### src/rtl/bcd_scan_pkg.sv
// Shared types and constants for the multiplexed 7-segment scan controller.
// Latency: n/a (declarations only).
// Backpressure: n/a.
package bcd_scan_pkg;

  localparam int BCD_W = 4;

  typedef enum logic [1:0] {
    IDLE  = 2'd0,
    GAP   = 2'd1,
    DRIVE = 2'd2
  } state_e;

  // Segment patterns ordered {g,f,e,d,c,b,a}, active-high.
  localparam logic [6:0] SEG_0     = 7'b0111111;
  localparam logic [6:0] SEG_1     = 7'b0000110;
  localparam logic [6:0] SEG_2     = 7'b1011011;
  localparam logic [6:0] SEG_3     = 7'b1001111;
  localparam logic [6:0] SEG_4     = 7'b1100110;
  localparam logic [6:0] SEG_5     = 7'b1101101;
  localparam logic [6:0] SEG_6     = 7'b1111101;
  localparam logic [6:0] SEG_7     = 7'b0000111;
  localparam logic [6:0] SEG_8     = 7'b1111111;
  localparam logic [6:0] SEG_9     = 7'b1101111;
  localparam logic [6:0] SEG_BLANK = 7'b0000000;

endpackage

### src/rtl/bcd_seg_dec.sv
// BCD nibble to 7-segment pattern; codes 10..15 give a blank display.
// Latency: purely combinational.
// Backpressure: none.
module bcd_seg_dec
  import bcd_scan_pkg::*;
(
  input  logic [BCD_W-1:0] bcd_i,
  output logic [6:0]       seg_o
);

  // Table lookup; anything outside 0..9 is treated as blank.
  always_comb begin
    seg_o = SEG_BLANK;
    case (bcd_i)
      4'd0:    seg_o = SEG_0;
      4'd1:    seg_o = SEG_1;
      4'd2:    seg_o = SEG_2;
      4'd3:    seg_o = SEG_3;
      4'd4:    seg_o = SEG_4;
      4'd5:    seg_o = SEG_5;
      4'd6:    seg_o = SEG_6;
      4'd7:    seg_o = SEG_7;
      4'd8:    seg_o = SEG_8;
      4'd9:    seg_o = SEG_9;
      default: seg_o = SEG_BLANK;
    endcase
  end

endmodule

### src/rtl/bcd_scan_ctrl.sv
// Scans NUM_DIGITS 7-segment digits (gap + drive per slot); BCD_LZB_EN adds leading-zero blanking.
// Latency: outputs registered; first frame starts one cycle after en rises, frame = NUM_DIGITS*PRESCALE.
// Backpressure: upd_ready low while an accepted update waits for the next frame boundary.
module bcd_scan_ctrl
  import bcd_scan_pkg::*;
#(
  parameter int NUM_DIGITS = 4,
  parameter int PRESCALE   = 1000
) (
  input  logic                        clk,
  input  logic                        rst,
  input  logic                        en,
  input  logic                        upd_valid,
  output logic                        upd_ready,
  input  logic [BCD_W*NUM_DIGITS-1:0] bcd_in,
  output logic [6:0]                  seg,
  output logic [NUM_DIGITS-1:0]       dig_sel,
  output logic                        frame_tick
);

  localparam int DW = BCD_W * NUM_DIGITS;
  localparam int IW = (NUM_DIGITS > 1) ? $clog2(NUM_DIGITS) : 1;
  localparam int CW = $clog2(PRESCALE);
  localparam logic [IW-1:0] LAST_IDX = IW'(NUM_DIGITS - 1);
  localparam logic [CW-1:0] CNT_LOAD = CW'(PRESCALE - 2);

  state_e            state_q, state_d;
  logic [IW-1:0]     idx_q, idx_d;
  logic [CW-1:0]     cnt_q, cnt_d;
  logic [DW-1:0]     active_q, active_d;
  logic [DW-1:0]     shadow_q, shadow_d;
  logic              pend_q, pend_d;
  logic [6:0]        seg_q, seg_d;
  logic [NUM_DIGITS-1:0] sel_q, sel_d;
  logic              tick_q, tick_d;
  logic [BCD_W-1:0]  cur_bcd;
  logic [6:0]        dec_seg;
  logic              lead_blank;
  logic              commit;
  logic              capture;

  // Scan sequencing: next state, digit index and slot counter.
  always_comb begin
    state_d = state_q;
    idx_d   = idx_q;
    cnt_d   = cnt_q;
    tick_d  = 1'b0;
    if (!en) begin
      state_d = IDLE;
    end else begin
      case (state_q)
        IDLE: begin
          state_d = GAP;
          idx_d   = '0;
          tick_d  = 1'b1;
        end
        GAP: begin
          state_d = DRIVE;
          cnt_d   = CNT_LOAD;
        end
        DRIVE: begin
          if (cnt_q == '0) begin
            state_d = GAP;
            if (idx_q == LAST_IDX) begin
              idx_d  = '0;
              tick_d = 1'b1;
            end else begin
              idx_d = idx_q + IW'(1);
            end
          end else begin
            cnt_d = cnt_q - CW'(1);
          end
        end
        default: state_d = IDLE;
      endcase
    end
  end

  // Update handshake: commit only when idle or entering a new frame, using the old pending flag.
  always_comb begin
    commit   = pend_q & ((state_q == IDLE) | tick_d);
    capture  = upd_valid & ~pend_q;
    active_d = commit ? shadow_q : active_q;
    shadow_d = capture ? bcd_in : shadow_q;
    pend_d   = capture | (pend_q & ~commit);
  end

  assign cur_bcd = active_q[BCD_W*int'(idx_d) +: BCD_W];

  bcd_seg_dec u_dec (
    .bcd_i (cur_bcd),
    .seg_o (dec_seg)
  );

`ifdef BCD_LZB_EN
  // A digit above digit 0 is blank when it and every higher digit are zero.
  always_comb begin
    lead_blank = (idx_d != '0) && ((active_q >> (BCD_W*int'(idx_d))) == '0);
  end
`else
  assign lead_blank = 1'b0;
`endif

  // Output values for the state being entered, so seg and dig_sel move together.
  always_comb begin
    seg_d = SEG_BLANK;
    sel_d = '0;
    if (state_d == DRIVE) begin
      sel_d = {{(NUM_DIGITS-1){1'b0}}, 1'b1} << idx_d;
      seg_d = lead_blank ? SEG_BLANK : dec_seg;
    end
  end

  // All state and registered outputs.
  always_ff @(posedge clk or posedge rst) begin
    if (rst) begin
      state_q  <= IDLE;
      idx_q    <= '0;
      cnt_q    <= '0;
      active_q <= '0;
      shadow_q <= '0;
      pend_q   <= 1'b0;
      seg_q    <= SEG_BLANK;
      sel_q    <= '0;
      tick_q   <= 1'b0;
    end else begin
      state_q  <= state_d;
      idx_q    <= idx_d;
      cnt_q    <= cnt_d;
      active_q <= active_d;
      shadow_q <= shadow_d;
      pend_q   <= pend_d;
      seg_q    <= seg_d;
      sel_q    <= sel_d;
      tick_q   <= tick_d;
    end
  end

  assign upd_ready  = ~pend_q;
  assign seg        = seg_q;
  assign dig_sel    = sel_q;
  assign frame_tick = tick_q;

endmodule
### config.mk
export PLATFORM = sky130hd
export DESIGN_NAME = bcd_scan_ctrl
export DESIGN_NICKNAME = d
export VERILOG_FILES = /design/src/rtl/bcd_scan_pkg.sv /design/src/rtl/bcd_seg_dec.sv /design/src/rtl/bcd_scan_ctrl.sv
export SDC_FILE = /design/constraint.sdc
export NUM_CORES = 1
export LEC_CHECK = 0
export CAP_MARGIN = 30
export CORE_AREA = 2 2 73 75
export CTS_CLUSTER_DIAMETER = 60
export DETAILED_ROUTE_END_ITERATION = 10
export DIE_AREA = 0 0 75 77
export MAX_ROUTING_LAYER = met4
export PLACE_DENSITY = 0.76
export SLEW_MARGIN = 20
export SYNTH_ARGS = -nofsm -noshare
export SYNTH_HDL_FRONTEND = slang
export SYNTH_SLANG_ARGS = --single-unit
### constraint.sdc
create_clock -name clk -period 6.7 [get_ports clk]
set_clock_uncertainty 0.2 [all_clocks]
set_input_delay 0.67 -clock clk [delete_from_list [all_inputs] [get_ports clk]]
set_output_delay 0.67 -clock clk [all_outputs]
set_load 0.01 [all_outputs]
==> flow_summary_export.csv <==
group,metric,value,unit
grt,grt_use_total,18.4,%
cts,cts_setup_buffers,0,
worst_setup_path,start_kind,"input pin",
place,port_buffers,32,
sta,hold_viol,0,
logic_synthesis,synth_edf_count,0,
layout,instances_no_fill,337,
pwr,irDropWorstVdd,267,uV
layout,syn_to_final_growth,19.6,%
worst_setup_path,cp_data_arrival_time,3380,ps
pwr,pwr-share-clk,20.7,%
routing,via_count,1812,
logic_synthesis,syn_avg_cell_area,12.0,um2
routing,drtIter0Drc,89,
die,io_pins,33,
logic_synthesis,synth_area_leaders,"dfrtp_1 (54%), mux2_2 (13%), nand2_1 (3.5%)",
sta,timing.fmax,297,MHz
logic_synthesis,synthMuxAreaShare,14.4,%
die,dieWidth,75,um
logic_synthesis,synth_flop_cell,"dfrtp_1",
sta,drv_slew,0,
logic_synthesis,synthSimpleGateAreaFrac,12.3,%
routing,drt-wirelength-per-cell,13.6,um
sta,fin_crit_sh,50.3,%
place,routabilityCongestion,0.814,
logic_synthesis,synth_cell_type_count,48,
routing,via_per_inst,5.38,
logic_synthesis,synth-seq-cells,59,
die,fp.dieArea,5780,um2
worst_setup_path,path_class,"input pin to flop",
die,die_h,77,um
cts,insertion_delay,320,ps
logic_synthesis,syn_inst,226,
logic_synthesis,syn-num-nets,253,
grt,grt_pass1_vias,1708,
cts,clock_sinks,59,
logic_synthesis,syn-cell-area,2710,um2
cts,cts_max_level,3,
routing,final_antenna_net_count,0,
logic_synthesis,synth-compound-area-share,9.04,%
worst_setup_path,cp.required,6720,ps
cts,clk_path_buf_depth,2,
pwr,swShare,31.4,%
grt,grt_pass1_wl,7.86,mm
logic_synthesis,async_flop_share,100,%
cts,hold_buffers,0,
logic_synthesis,synthXorXnorAreaFrac,2.58,%
cts,cts_buffers,9,
cts,root_buffer,"clkbuf_8",
sta,rsz0062_at_grt,"no",
logic_synthesis,ys_seq_area_share,54.4,%
pwr,intPower,0.870,mW
pwr,net-switching-power,0.398,mW
layout,num_antenna_cells,0,
sta,period_needed,3370,ps
logic_synthesis,synth_largest_area_cell,"dfrtp_1",
sta,timing.setup.tns,0,ps
worst_setup_path,path_max_fanout,9,
routing,routed_wl,4.59,mm
min_path,min_path_type,"flop to flop",
grt,grt.overflow.total,0,
sta,final-setup-viol-count,0,
logic_synthesis,synth_top_cell_area_share,54.4,%
worst_setup_path,end_kind,"flop",
layout,nets,290,
cts,cts_resized,0,
logic_synthesis,synth_top_family_by_area,"multiplexers",
grt,antenna_found_initial,0,
die,core.rowCount,26,
pwr,combPwrFrac,34.9,%
layout,layout-drive-gt1-share,23.6,%
pwr,power_leakage,1.37,nW
cts,clkTransAtPathRegs,60,ps
run,maxCapViolations,0,
grt,grt_max_degree,60,
pwr,p_seq_share,44.4,%
routing,post-route-drc-count,0,
logic_synthesis,synthAdderAreaFrac,3.23,%
routing,firstDrtPassIters,4,
place,dp_hpwl,3.20,mm
logic_synthesis,yosysWarnings,0,
die,initial_core_util,54.5,%
layout,fillers,401,
place,dp.cells,321,
sta,slew_headroom,49.5,%
die,core,4980,um2
pwr,powerDensity,390,nW/um2
min_path,whs_path_depth,1,
status,status,"completed",
cts,cts_tree,"yes",
worst_setup_path,r2r_cells,10,
sta,tightest_slew,755,ps
critical path, stage by stage:
cell and delay [ps]:
clkdlybuf4s50_1 540, and4b_1 270, and4_2 220, nor3_1 300
buf_2 260, a32o_1 400, inv_1 120, ha_1 320
o32ai_1 280
worst paths after layout:
kind                                             to  slack (ps)                     from
hold reg to reg             shadow_q[9]$_DFFE_PP0P_         300  shadow_q[9]$_DFFE_PP0P_
hold / removal              shadow_q[9]$_DFFE_PP0P_         300  shadow_q[9]$_DFFE_PP0P_
min in group asynchronous  shadow_q[15]$_DFFE_PP0P_         660                      rst
setup / recovery                   seg[3]$_DFF_PP0_        3330                       en
setup reg to reg                   seg[3]$_DFF_PP0_        3490     cnt_q[0]$_DFFE_PP0P_
max in group asynchronous      dig_sel[0]$_DFF_PP0_        5150                      rst
stage by stage:
stage / power (mW) / util, % / instance area (um2) / setup slack (ps) / hold slack (ps)
final: 1.27 / 65.2 / 3250 / 3330 / 303
after global routing: 1.36 / 65.2 / 3250 / 3230 / 330
after CTS: 1.28 / 65.1 / 3240 / 3000 / 306
after detailed placement: 1.01 / 61.9 / 3080 / 2680 / 293
after global placement: 0.995 / 61.9 / 3080 / 2800 / 286
after floorplan: 0.899 / - / 2710 / 3960 / 277
logic make-up after synthesis:
kind of cell / count (synthesis)
muxes: 35
DFF: 59
and+or+nand+nor: 60
adders and majority gates: 7
xor gates and xnor gates: 8
AOI/OAI and AO/OA: 34
buffers and inverters: 23
registers in the layout (all words and copies together) (netlist names):
name	count
active_q	16
cnt_q	10
dig_sel	4
frame_tick	1
idx_q	2
pend_q	1
seg	7
shadow_q	16
state_q	2
power groups by stage:
stage               Sequential [mW]  Combinational, mW  Clock (mW)
finish                        0.562              0.443       0.262
detailed placement            0.570              0.443           0
global placement              0.566              0.429           0
floorplan                     0.550              0.349           0
CTS                           0.564              0.445       0.271
global route                  0.580              0.490       0.290
area by class of cell:
class	instances	area [um2]	share of cell area, %
multi-input cells	144	1130	34.7
flip-flops and latches	59	1480	45.5
inverters	13	48.8	1.50
clock inverters	3	15.0	0.462
repair buffers	36	348	10.7
clock buffers	12	145	4.47
well taps	70	87.6	2.70
routing by layer:
metal / wire [um] / vias to the layer above / part of all wire (%) / track usage [%]
li1: - / 873 / - / -
met1: 2110 / 893 / 46 / 23.9
met2: 2260 / 42 / 49 / 26.9
met3: 188 / 4 / 4.1 / 6.31
met4: 28 / 0 / 0.61 / 6.43
met5: 0 / - / 0 / -
placed cells by master (no fill, tap or decap), types with 3 or more instances in the layout:
cell / netlist / routed
a21oi_1: 8 / 8
a32o_1: 3 / 3
buf_4: 0 / 3
clkbuf_8: 0 / 10
clkdlybuf4s50_1: 0 / 32
clkinv_2: 0 / 3
dfrtp_1: 59 / 59
ha_1: 7 / 7
inv_1: 11 / 10
inv_2: 2 / 3
mux2_2: 32 / 32
mux2i_1: 3 / 3
nand2_1: 25 / 25
nand3_1: 4 / 4
nor2_1: 7 / 7
nor3_1: 6 / 6
o21ai_0: 4 / 4
o32ai_1: 4 / 4
xnor2_1: 5 / 5
xor2_1: 3 / 3
Yosys cell counts (2+ instances only):
master	number
dfrtp_1	59
mux2_2	32
nand2_1	25
inv_1	11
a21oi_1	8
ha_1	7
nor2_1	7
nor3_1	6
xnor2_1	5
clkbuf_1	4
nand3_1	4
o21ai_0	4
o32ai_1	4
a32o_1	3
buf_6	3
mux2i_1	3
xor2_1	3
a31oi_1	2
buf_2	2
inv_2	2
nor2b_1	2
o21a_1	2
o2bb2ai_1	2
or3_2	2
Note: power is estimated with default switching activity, not from simulation.
